$ cat config.mk
export PLATFORM = sky130hd
export DESIGN_NAME = piso_serializer
export DESIGN_NICKNAME = d
export VERILOG_FILES = /design/src/rtl/piso_pkg.sv /design/src/rtl/piso_bit_counter.sv /design/src/rtl/piso_serializer.sv
export SDC_FILE = /design/constraint.sdc
export NUM_CORES = 1
export LEC_CHECK = 0
export CORE_MARGIN = 10
export CORE_UTILIZATION = 50
export CTS_CLUSTER_SIZE = 14
export DETAILED_ROUTE_END_ITERATION = 8
export PLACE_DENSITY = 0.78
export SLEW_MARGIN = 40
export SYNTH_ARGS = -nofsm -noshare
export SYNTH_HDL_FRONTEND = slang
export SYNTH_SLANG_ARGS = --single-unit
$ cat constraint.sdc
create_clock -name clk -period 4.4 [get_ports clk]
set_clock_uncertainty 0.05 [all_clocks]
set_input_delay 0.44 -clock clk [delete_from_list [all_inputs] [get_ports clk]]
set_output_delay 0.44 -clock clk [all_outputs]
set_load 0.02 [all_outputs]
$ cat src/rtl/piso_pkg.sv
// Shared definitions for the parallel-in / serial-out transmitter.
// Optional feature macro: PISO_PARITY_EN appends an even-parity bit to every frame.
package piso_pkg;

    typedef enum logic {
        IDLE  = 1'b0,
        SHIFT = 1'b1
    } piso_state_e;

`ifdef PISO_PARITY_EN
    localparam bit PARITY_EN = 1'b1;
`else
    localparam bit PARITY_EN = 1'b0;
`endif

    // Number of serial bits in one frame: data bits plus the optional parity bit.
    function automatic int frame_len(input int width, input bit parity);
        return parity ? (width + 1) : width;
    endfunction

    // Width of the bit counter; it only has to reach frame_len-1, with one spare code.
    function automatic int cnt_width(input int flen);
        return $clog2(flen + 1);
    endfunction

endpackage

$ cat src/rtl/piso_bit_counter.sv
// Bit-position counter for one serial frame.
// The counter can be loaded to zero or incremented. It saturates at FRAME_LEN-1 and never wraps.
// tc marks the last bit position. pre_tc marks the position just before it, so the owner
// can drive a registered end-of-frame strobe.
module piso_bit_counter
    import piso_pkg::*;
#(
    parameter int FRAME_LEN = 8
) (
    input  logic clk,
    input  logic reset,
    input  logic load,
    input  logic inc,
    output logic tc,
    output logic pre_tc
);

    localparam int CNT_W = cnt_width(FRAME_LEN);
    localparam logic [CNT_W-1:0] LAST_CNT = CNT_W'(FRAME_LEN - 1);
    localparam logic [CNT_W-1:0] PRE_CNT  = CNT_W'(FRAME_LEN - 2);
    localparam logic [CNT_W-1:0] ONE_CNT  = CNT_W'(1);

    logic [CNT_W-1:0] bit_cnt_r;
    logic [CNT_W-1:0] bit_cnt_nxt_s;

    // Next count: a load restarts the count, an increment steps it, and the count holds at the last position.
    always_comb begin
        bit_cnt_nxt_s = bit_cnt_r;
        if (load) begin
            bit_cnt_nxt_s = {CNT_W{1'b0}};
        end else if (inc && (bit_cnt_r != LAST_CNT)) begin
            bit_cnt_nxt_s = bit_cnt_r + ONE_CNT;
        end else begin
            bit_cnt_nxt_s = bit_cnt_r;
        end
    end

    // Count register with synchronous active-low clear.
    always_ff @(posedge clk) begin
        if (!reset) begin
            bit_cnt_r <= {CNT_W{1'b0}};
        end else begin
            bit_cnt_r <= bit_cnt_nxt_s;
        end
    end

    assign tc     = (bit_cnt_r == LAST_CNT);
    assign pre_tc = (bit_cnt_r == PRE_CNT);

endmodule

$ cat src/rtl/piso_serializer.sv
// Parallel-in, serial-out transmitter, LSB first, with a valid/ready word handshake.
// Each serial bit is qualified by shift_en, so a right-shift SIPO receiver rebuilds the word.
// Back-to-back frames run with no idle gap when a new word is offered in the last bit cycle.
// Optional feature macro: PISO_PARITY_EN sends an even-parity bit after the data bits.
// Legal WIDTH range is 2..32.
module piso_serializer
    import piso_pkg::*;
#(
    parameter int WIDTH = 8
) (
    input  logic             clk,
    input  logic             reset,
    input  logic [WIDTH-1:0] in_data,
    input  logic             in_valid,
    output logic             in_ready,
    output logic             serial_out,
    output logic             shift_en,
    output logic             frame_done,
    output logic             busy
);

    localparam int FRAME_LEN = frame_len(WIDTH, PARITY_EN);

    piso_state_e          state_r;
    piso_state_e          state_nxt_s;
    logic [FRAME_LEN-1:0] shreg_r;
    logic [FRAME_LEN-1:0] shreg_nxt_s;

    logic tc_s;
    logic pre_tc_s;
    logic last_s;
    logic accept_s;
    logic cnt_load_s;
    logic cnt_inc_s;

    logic serial_out_r;
    logic shift_en_r;
    logic frame_done_r;
    logic busy_r;
    logic serial_out_nxt_s;
    logic shift_en_nxt_s;
    logic frame_done_nxt_s;

`ifdef PISO_PARITY_EN
    // Even parity over the data word: XOR of all data bits.
    function automatic logic even_parity(input logic [WIDTH-1:0] d);
        return ^d;
    endfunction

    // Frame image loaded into the shifter. The parity bit sits above the MSB and leaves last.
    function automatic logic [FRAME_LEN-1:0] load_word(input logic [WIDTH-1:0] d);
        return {even_parity(d), d};
    endfunction
`else
    // Frame image loaded into the shifter: the data word alone.
    function automatic logic [FRAME_LEN-1:0] load_word(input logic [WIDTH-1:0] d);
        return d;
    endfunction
`endif

    piso_bit_counter #(
        .FRAME_LEN (FRAME_LEN)
    ) u_bit_counter (
        .clk    (clk),
        .reset  (reset),
        .load   (cnt_load_s),
        .inc    (cnt_inc_s),
        .tc     (tc_s),
        .pre_tc (pre_tc_s)
    );

    // The last bit cycle doubles as an accept slot, so frames can be chained without a gap.
    assign last_s     = (state_r == SHIFT) && tc_s;
    assign in_ready   = (state_r == IDLE) || last_s;
    assign accept_s   = in_valid && in_ready;
    assign cnt_load_s = accept_s;
    assign cnt_inc_s  = (state_r == SHIFT);

    // Next-state and shifter logic: load on accept, shift while sending, return to idle after an unchained last bit.
    always_comb begin
        state_nxt_s = state_r;
        shreg_nxt_s = shreg_r;
        case (state_r)
            IDLE: begin
                if (accept_s) begin
                    state_nxt_s = SHIFT;
                    shreg_nxt_s = load_word(in_data);
                end else begin
                    state_nxt_s = IDLE;
                    shreg_nxt_s = shreg_r;
                end
            end
            SHIFT: begin
                if (accept_s) begin
                    state_nxt_s = SHIFT;
                    shreg_nxt_s = load_word(in_data);
                end else if (last_s) begin
                    state_nxt_s = IDLE;
                    shreg_nxt_s = {1'b0, shreg_r[FRAME_LEN-1:1]};
                end else begin
                    state_nxt_s = SHIFT;
                    shreg_nxt_s = {1'b0, shreg_r[FRAME_LEN-1:1]};
                end
            end
            default: begin
                state_nxt_s = IDLE;
                shreg_nxt_s = {FRAME_LEN{1'b0}};
            end
        endcase
    end

    // Output look-ahead: the values the outputs take in the next cycle, derived from the next state.
    always_comb begin
        shift_en_nxt_s   = (state_nxt_s == SHIFT);
        serial_out_nxt_s = shift_en_nxt_s ? shreg_nxt_s[0] : 1'b0;
        // The next cycle is the last bit only when the current bit is the one before it.
        // A new accept restarts at bit 0, which is never the last bit because WIDTH >= 2.
        frame_done_nxt_s = (state_r == SHIFT) && !tc_s && pre_tc_s;
    end

    // State, shifter and output registers with synchronous active-low clear; a clear mid-frame drops the word.
    always_ff @(posedge clk) begin
        if (!reset) begin
            state_r      <= IDLE;
            shreg_r      <= {FRAME_LEN{1'b0}};
            serial_out_r <= 1'b0;
            shift_en_r   <= 1'b0;
            frame_done_r <= 1'b0;
            busy_r       <= 1'b0;
        end else begin
            state_r      <= state_nxt_s;
            shreg_r      <= shreg_nxt_s;
            serial_out_r <= serial_out_nxt_s;
            shift_en_r   <= shift_en_nxt_s;
            frame_done_r <= frame_done_nxt_s;
            busy_r       <= shift_en_nxt_s;
        end
    end

    assign serial_out = serial_out_r;
    assign shift_en   = shift_en_r;
    assign frame_done = frame_done_r;
    assign busy       = busy_r;

endmodule

# After elaboration in Yosys (flattened, before gate mapping)
# Cells that the tools add are included.
# W data, S select, Z words.
[totals]
ff_bits = 15
in_bits = 11
out_inout_bits = 5
elab_cells = 29
[classes]
addsub = 1
eq_ne = 4
n_mux = 7
bitwise = 2
n_reduce_logical = 9
[op_table]
columns = ["op", "count"]
rows = [
  ["$mux W8", 2],
  ["$pmux W8 S2", 1],
  ["$eq A4 B3 Y1 const B", 2],
  ["$logic_and A1 B1 Y1", 5],
  ["$add A4 B1 Y4 const B", 1],
  ["$ne A4 B3 Y1 const B", 1],
  ["$mux W1", 3],
  ["$ne A2 B2 Y1 const B", 1],
  ["$not A1 Y1", 2],
  ["$pmux W1 S2", 1],
  ["$reduce_and A2 Y1", 1],
  ["$reduce_or A2 Y1", 1],
  ["$logic_not A1 Y1", 1],
  ["$logic_or A1 B1 Y1", 1],
]

# Logic depth before layout (Yosys ltp)
# Gate-level depths: netlist of the first run.
[depth]
depth_word = 7
mapped_depth = 5
mapped_depth_nobuf = 4

# Cells and area by module
# A second synthesis of the first run with hierarchy kept.
[unflattened]
cells_unflattened = 71
area_unflattened_um2 = 721.9
[by_module_without_submodules]
columns = ["mod", "n_inst", "cells_each", "area_per_inst_um2", "seq_area_each_um2"]
rows = [
  ["piso_serializer", 1, 47, 495.5, 220.2],
  ["piso_bit_counter", 1, 24, 226.5, 80.1],
]

# Least setup slack after synthesis of the first run
# OpenSTA, ideal clock, no wires.
[synth_path]
kind = "register -> output"
from = "register, netlist name busy"
to = "output port in_ready"
arrival_time_ns = 0.986
t_required_ns = 3.910
setup_slack_ns = 2.924
stages_incl_launch_ff = 4
path_buffers = 2
path_cell_list = "dfxtp_1 -> buf_2 -> buf_2 -> nand2_1"
[synth_lines]
columns = ["item", "line", "rtl"]
rows = [
  ["end, declared", "piso_serializer.sv:15", "output logic in_ready,"],
]

# Worst setup path in the final report of the first run
[layout_path]
from = "register u_bit_counter.bit_cnt_r[1]"
to = "output port in_ready"
[layout_between]
elab_chain_cells = 3
[layout_rtl]
columns = ["item", "line", "rtl"]
rows = [
  ["start, declared", "piso_bit_counter.sv:23", "logic [CNT_W-1:0] bit_cnt_r;"],
  ["start signal, assigned", "piso_bit_counter.sv:41", "bit_cnt_r <= {CNT_W{1'b0}};"],
  ["start signal, assigned", "piso_bit_counter.sv:43", "bit_cnt_r <= bit_cnt_nxt_s;"],
  ["$eq A4 B3 Y1", "piso_bit_counter.sv:47", "assign tc = (bit_cnt_r == LAST_CNT);"],
  ["$logic_and A1 B1 Y1", "piso_serializer.sv:73", "assign last_s = (state_r == SHIFT) && tc_s;"],
  ["$logic_or A1 B1 Y1", "piso_serializer.sv:74", "assign in_ready = (state_r == IDLE) || last_s;"],
]
# Every way passes these cells.

==> out/qor_table.md, run 1 <==
| Result | This run | Unit |
|:---|:---|:---|
| Power density cells | 312.7 | nW/µm² |
| Global-route usage over all layers | 0.09433 | - |
| Dominant synthesized flop cell | dfxtp_1 | - |
| Vias in the first global route | 560 | - |
| Syn nets | 89 | - |
| Core Area | 1301 | µm² |
| Leading cell type by number of instances after synthesis | dfxtp_1 | - |
| Layout cells sized above 1 | 0.1011 | - |
| Post-Synthesis Cells | 76 | - |
| Synth top area share | 0.4080 | - |
| DRT Wirelength | 1.516 | mm |
| DR vias | 609 | - |
| Clock transition at path regs | 80 | ps |
| Number of antenna violations at the first check in global routing | 0 | - |
| Outcome | completed | - |
| Arr. time, crit path | 1890 | ps |
| Largest net degree at the start of global routing | 17 | - |
| Weighted congestion reported at the end of routability-driven placement | 0.8325 | - |
| Floorplan row count | 13 | - |
| Half-perimeter wire length of the detailed placement result | 1.109 | mm |
| Synthesized area per cell | 9.038 | µm² |
| Seq cells post-synth | 14 | - |
| Post-synth top cells | dfxtp_1 (14), nand3_1 (9), nor2_1 (7) | - |
| Number of setup violations in the final report | 0 | - |
| Die height | 57.07 | µm |
| Setup Crit Path Kind | flip-flop to primary output | - |
| Total cell area at the placement stage | 824.5 | µm² |
| Critical-path maximum fanout | 5 | - |
| Warnings from Yosys | 0 | - |
| Cell type contributing the most total cell area after synthesis | dfxtp_1 | - |
| Vias per std cell | 5.856 | - |
| Data required time at the worst endpoint | 3910 | ps |
| Total global routing overflow | 0 | - |
| CTS sink count | 14 | - |
| Fin Setup TNS | 0 | ps |
| Count of flip-flops with a built-in enable after synthesis | 0 | - |
| Type of the most critical hold path | flip-flop to flip-flop | - |
| Fmax | 0.4199 | GHz |
| Root buffer cell | clkbuf_4 | - |
| Peak supply drop | 0.2143 | mV |
| CTS-repair resized insts | 0 | - |
| Syn-to-layout area delta | 25.32 | % |
| Worst Setup Start Kind | flip-flop | - |
| LEAKAGE | 0.0003375 | µW |
| Routed WL per cell | 14.58 | µm |
| Normalized max-slew margin | 0.6302 | - |
| Setup repair after global routing missed its margin | false | - |
| Buffers from clock root to sink, at most | 2 | - |
| CTS tree | done | - |
| Fill cells | 117 | - |
| Max capacitance violation total | 0 | - |
| First-pass DRT Iterations | 4 | - |
| Global-route wire length before repair | 2.615 | mm |
| Die Width | 57.07 | µm |
| Total die area | 3256 | µm² |
| Ports placed on the boundary | 16 | - |
| Worst Tran Pin Value | 553.9 | ps |
| CTS H-tree lvls | 1 | - |
| Number of buffer cells added on primary ports | 15 | - |
| Async set or reset register ratio after synthesis | 0 | - |
| Number of library cell types mapped by synthesis | 28 | - |
| Final Max Slew Viols | 0 | - |
| Cell area after synthesis | 686.9 | µm² |
| Hold buffer count at cts | 0 | - |
| Iter 0 DRT Violations | 8 | - |
| Crit share post-route | 0.5412 | - |
| Inserted Clock Buffers | 3 | - |
| Kind of end point of the critical path | primary output | - |
| Number of buffers inserted by post-CTS setup repair | 0 | - |
| Remaining DRCs | 0 | - |
| Initial core utilization | 0.5279 | - |
| Clock insertion delay at the later pin of the skew report | 280 | ps |
| N_diodes | 0 | - |
| Number of nets still failing antenna checks after routing | 0 | - |
| Summed area of non-filler cells in the final layout | 860.8 | µm² |
| Top area cells in the synthesized netlist | dfxtp_1 (41%), nand3_1 (6.6%), a221o_1 (5.8%) | - |
| Final net count | 103 | - |
| Shortest clock period the worst path allows after layout | 2381 | ps |
| Number of hold-slack violations in the final timing report | 0 | - |
| Seq/Total Area, Yosys | 0.4080 | - |
## area by class of cell
cell class | count | area [µm²] | share of cell area
Sequential cell | 14 | 280.3 | 0.3256
Tap cell | 15 | 18.77 | 0.02180
Timing Repair Buffer | 15 | 150.1 | 0.1744
Multi-Input combinational cell | 52 | 360.3 | 0.4186
Clock buffer | 4 | 36.28 | 0.04215
Inverter | 4 | 15.01 | 0.01744
## routing by layer
metal	up-vias	track usage	share of wire
li1	308	-	-
met1	283	0.1200	0.50
met2	16	0.1333	0.43
met3	2	0.05531	0.070
met4	0	0.02013	0.0040
met5	-	0	0
## path summary, 6_finish.rpt
check                              from                          to  slack, ps  depth (start not counted)
max          u_bit_counter.bit_cnt_r[1]                    in_ready       2020                          4
min                          shreg_r[1]                  serial_out        430                          2
max reg2reg                        busy  u_bit_counter.bit_cnt_r[3]       2740                          3
min reg2reg                  shreg_r[1]                  serial_out        430                          2
## critical path, stage by stage (launching register included)
cell             delay, ps
dfxtp_1                400
ha_1                   260
nand3b_1               180
nand2_1                160
clkdlybuf4s50_1        620
## power by group
part | switching (µW) | total, µW | leakage (µW) | internal, µW
registers | 6.62 | 140 | 0.000115 | 133
clock network | 41.8 | 92.2 | 0.0000210 | 50.4
logic | 16.9 | 37.2 | 0.000202 | 20.3
total | 65.3 | 269 | 0.000338 | 204
## metrics by stage
stage	power [µW]	worst slack, ps	instances	hold WS (ps)	utilization
2_1_floorplan	163.1	2924	76	398.1	-
3_3_place_gp	179.7	2387	100	426.1	0.6337
3_5_place_dp	180.1	2315	100	414.8	0.6337
4_1_cts	271.9	1998	104	431.3	0.6615
5_1_grt	283.0	1901	104	463.9	0.6615
6_report	269.2	2019	104	431.4	0.6615
## cells in the final DEF (no fill, tap or decap), types with 3 or more instances in the layout
cell type	n
nor2_1	7
a221o_1	4
clkdlybuf4s50_1	15
dfxtp_1	14
nand3_1	9
nand2_1	3
clkbuf_4	3
o211ai_1	3
a21oi_1	6
inv_1	3
## registers in the layout (all words and copies together), names as in the netlist
register / cells
shreg_r: 7
u_bit_counter.bit_cnt_r: 4
busy: 1
frame_done: 1
serial_out: 1
## cells by family after synthesis
| logic type | Yosys count | share of synthesized area |
|---|---|---|
| buffers and inverters | 10 | 0.06739 |
| AOI/OAI and AO/OA | 19 | 0.2186 |
| and+or+nand+nor | 27 | 0.2113 |
| muxes | 3 | 0.04554 |
| xor gates and xnor gates | 1 | 0.01275 |
| DFF | 14 | 0.4080 |
| adders and majority gates | 2 | 0.03642 |
Note: power is estimated with default switching activity, not from simulation.
==> inputs of run 2 (changes only) <==
--- a/config.mk
+++ b/config.mk
@@ -6,10 +6,10 @@
 export NUM_CORES = 1
 export LEC_CHECK = 0
 export CORE_MARGIN = 10
-export CORE_UTILIZATION = 50
+export CORE_UTILIZATION = 46
 export CTS_CLUSTER_SIZE = 14
 export DETAILED_ROUTE_END_ITERATION = 8
-export PLACE_DENSITY = 0.78
+export PLACE_DENSITY = 0.72
 export SLEW_MARGIN = 40
 export SYNTH_ARGS = -nofsm -noshare
 export SYNTH_HDL_FRONTEND = slang
==> constraint.sdc (replaced) <==
create_clock -name clk -period 2.2 [get_ports clk]
set_clock_uncertainty 0.05 [all_clocks]
set_input_delay 0.22 -clock clk [delete_from_list [all_inputs] [get_ports clk]]
set_output_delay 0.22 -clock clk [all_outputs]
set_load 0.02 [all_outputs]
==> run 2 against run 1 <==
Global-route usage down 0.13 points; sequential power grew 99%; clock power increased by 100%; register-to-register slack got worse by 2100 ps; hold slack gained 8.9 ps; critical endpoint unchanged; largest power group unchanged.
==> out/qor_table.md, run 2 (synthesis gave the netlist of run 1 again) <==
| Result | This run | Unit | vs previous |
|:---|:---|:---|:---|
| Outcome | completed | - |  |
| Number of instances in the placed design | 101 | - | +1.0% |
| Library cell contributing the largest single delay on the critical path | dfxtp_1 | - |  |
| Data required time at the worst endpoint | 1930 | ps | -1980 ps |
| Die Width | 58.64 | µm | +2.8% |
| Root buffer cell | clkbuf_4 | - |  |
| Power density cells | 620.2 | nW/µm² | +98% |
| Peak supply drop | 0.3981 | mV | +86% |
| Cells on Worst Hold Path | 2 | - | unchanged |
| Register bank with the most flops | shreg_r | - |  |
| Worst reg-to-reg path cell count | 4 | - | +1 |
| Tot Pwr | 540.1 | µW | +100% |
| Iter 0 DRT Violations | 20 | - | +12 |
| CTS tree | done | - |  |
| Critical-path maximum fanout | 5 | - | unchanged |
| Fin Setup TNS | 0 | ps | unchanged |
| Number of hold-slack violations in the final timing report | 0 | - | unchanged |
| Proportion of power drawn by flip-flops and latches | 0.514 | - | -0.005 |
| Shortest clock period the worst path allows after layout | 1789 | ps |  |
| Launching point of the worst reg2reg path | u_bit_counter.bit_cnt_r[0] | - |  |
| Final Max Slew Viols | 0 | - | unchanged |
| Series of cell instances along the critical path | ha_1 -> nand3b_1 -> nand2_1 -> dlymetal6s2s_1 | - |  |
| Fmax | 0.5591 | GHz |  |
| CTS sink count | 14 | - | unchanged |
| Routed WL per cell | 14.78 | µm | +1.4% |
| Global-route usage over all layers | 0.09299 | - | -0.001338 |
| LEAKAGE | 0.0003486 | µW | +3.3% |
| Storage element area | 280.3 | µm² | unchanged |
| Launch point of the critical path | u_bit_counter.bit_cnt_r[1] | - |  |
| Number of buffer cells added on primary ports | 15 | - | unchanged |
| Number of buffers inserted by post-CTS setup repair | 0 | - | unchanged |
| N_diodes | 0 | - | unchanged |
| Post-route worst setup slack | 411.3 | ps | -1607 ps |
| Flip-flop count of the largest register, all copies and words added | 7 | - | unchanged |
| Vias in the first global route | 541 | - | -3.4% |
| Setup repair after global routing missed its margin | false | - |  |
| Proportion of power drawn by the clock network | 0.340 | - | -0.002 |
| Type of the most critical hold path | flip-flop to flip-flop | - |  |
| Number of setup violations in the final report | 0 | - | unchanged |
| Half-perimeter wire length of the detailed placement result | 1.166 | mm | +5.1% |
| Worst Tran Pin Value | 443.3 | ps | -110.6 ps |
| Buffers from clock root to sink, at most | 2 | - | unchanged |
| Critical path depth in cells | 4 | - | unchanged |
| Launch instance of the worst min-delay path | shreg_r[1] | - |  |
| Normalized max-slew margin | 0.7022 | - | +0.07195 |
| DRT Wirelength | 1.552 | mm | +2.4% |
| Psw | 130.8 | µW | +100% |
| Number of antenna violations at the first check in global routing | 0 | - | unchanged |
| Worst Path Buf+Inv | 1 | - | unchanged |
| Largest net degree at the start of global routing | 12 | - | -5 |
| Weighted congestion reported at the end of routability-driven placement | 0.8106 | - | -2.6% |
| Ports placed on the boundary | 16 | - | unchanged |
| Top library cells by usage in the layout, fill and taps aside | dfxtp_1 (14), clkdlybuf4s50_1 (14), nand3_1 (9) | - |  |
| Registers with the highest flip-flop counts | shreg_r: 7 flops, u_bit_counter.bit_cnt_r: 4 flops | - |  |
| Number of nets still failing antenna checks after routing | 0 | - | unchanged |
| Final net count | 104 | - | +0.97% |
| Inserted Clock Buffers | 3 | - | unchanged |
| Vias per std cell | 5.857 | - | about the same |
| Floorplan row count | 13 | - | unchanged |
| Clock transition at path regs | 80 | ps | about the same |
| Family with the most delay on the worst path | flip-flops | - |  |
| Hold buffer count at cts | 0 | - | unchanged |
| Combinational power share | 0.146 | - | +0.008 |
| Setup Crit Path Kind | flip-flop to primary output | - |  |
| Global-route wire length before repair | 2.553 | mm | -2.4% |
| Total global routing overflow | 0 | - | unchanged |
| Number of standard cells in the layout, taps in and fillers out | 105 | - | +0.96% |
| Area occupied by multi-input gates | 360.3 | µm² | unchanged |
| CTS H-tree lvls | 1 | - | unchanged |
| Syn-to-layout area delta | 26.78 | % |  |
| Core Area | 1350 | µm² | +3.7% |
| CP peak stage delay | 380 | ps | -240 ps |
| Crit share post-route | 0.8130 | - |  |
| Remaining DRCs | 0 | - | unchanged |
| Total die area | 3439 | µm² | +5.6% |
| Kind of end point of the critical path | primary output | - |  |
| Initial core utilization | 0.5088 | - | -0.01908 |
| Clock insertion delay at the later pin of the skew report | 280 | ps | about the same |
| Die height | 58.64 | µm | +2.8% |
| Max capacitance violation total | 0 | - | unchanged |
| Fill cells | 109 | - | -6.8% |
| DR vias | 615 | - | +0.99% |
| Arr. time, crit path | 1520 | ps | -370 ps |
| First-pass DRT Iterations | 4 | - | unchanged |
| Layout cells sized above 1 | 0.1111 | - | +0.009988 |
| Internal power | 409.3 | µW | +100% |
| Worst Setup Start Kind | flip-flop | - |  |
| Pre-CTS worst setup slack | 352.2 | ps | -1963 ps |
| Switch share | 0.2421 | - | -0.0004442 |
[run 2: cell count changes in the layout (fill, tap and decap cells not counted)]
cell	delta
dlymetal6s2s_1	+1
clkdlybuf4s50_1	-1
buf_4	+1
[run 2: worst paths after layout]
check | to | slack (ps)
setup / recovery | in_ready | 410
hold / removal | serial_out | 440
setup reg to reg | u_bit_counter.bit_cnt_r[3] | 620
hold reg to reg | serial_out | 440
[run 2: tightest hold or removal path: cells and delay by family (launching register included)]
family | cells | cell delay, ps
AND/OR/NAND/NOR | 1 | 60
AO/OA/AOI/OAI | 1 | 60
flip-flops | 1 | 320
[run 2: metrics by stage]
| stage | utilization | cell area (µm²) | hold slack, ps |
|---|---|---|---|
| global route | 0.6450 | 870.8 | 470.2 |
| detailed placement | 0.6163 | 832.0 | 419.2 |
| global placement | 0.6163 | 832.0 | 424.8 |
| CTS | 0.6432 | 868.3 | 433.9 |
| finish | 0.6450 | 870.8 | 440.3 |
| floorplan | - | 686.9 | 307.9 |
[run 2: final cells by class]
type / count / share of cell area
Multi-Input combinational cell: 52 / 0.4138
Inverter: 4 / 0.01724
Clock buffer: 4 / 0.04167
Tap cell: 15 / 0.02155
Timing Repair Buffer: 16 / 0.1839
Sequential cell: 14 / 0.3218
[run 2: repair_timing]
action,CTS,global route
resized for setup,0,1
endpoints found under the hold margin,0,0
setup endpoints to repair,0,1
[run 2: power by group through the flow]
stage | sequential, µW | clock, µW | combinational (µW)
final | 278 | 184 | 78.9
after global routing | 279 | 204 | 87.1
after CTS | 277 | 191 | 79.1
after detailed placement | 283 | 0 | 78.9
after global placement | 283 | 0 | 78.2
after floorplan | 281 | 0 | 45.5
[run 2: per-layer routing]
metal  GRT usage  share of wire  vias to the layer above
met5           0              0                        -
met2      0.1335           0.43                       19
met3     0.04721          0.069                        5
met4     0.03934          0.012                        0
met1      0.1136           0.49                      276
li1            -              -                      315
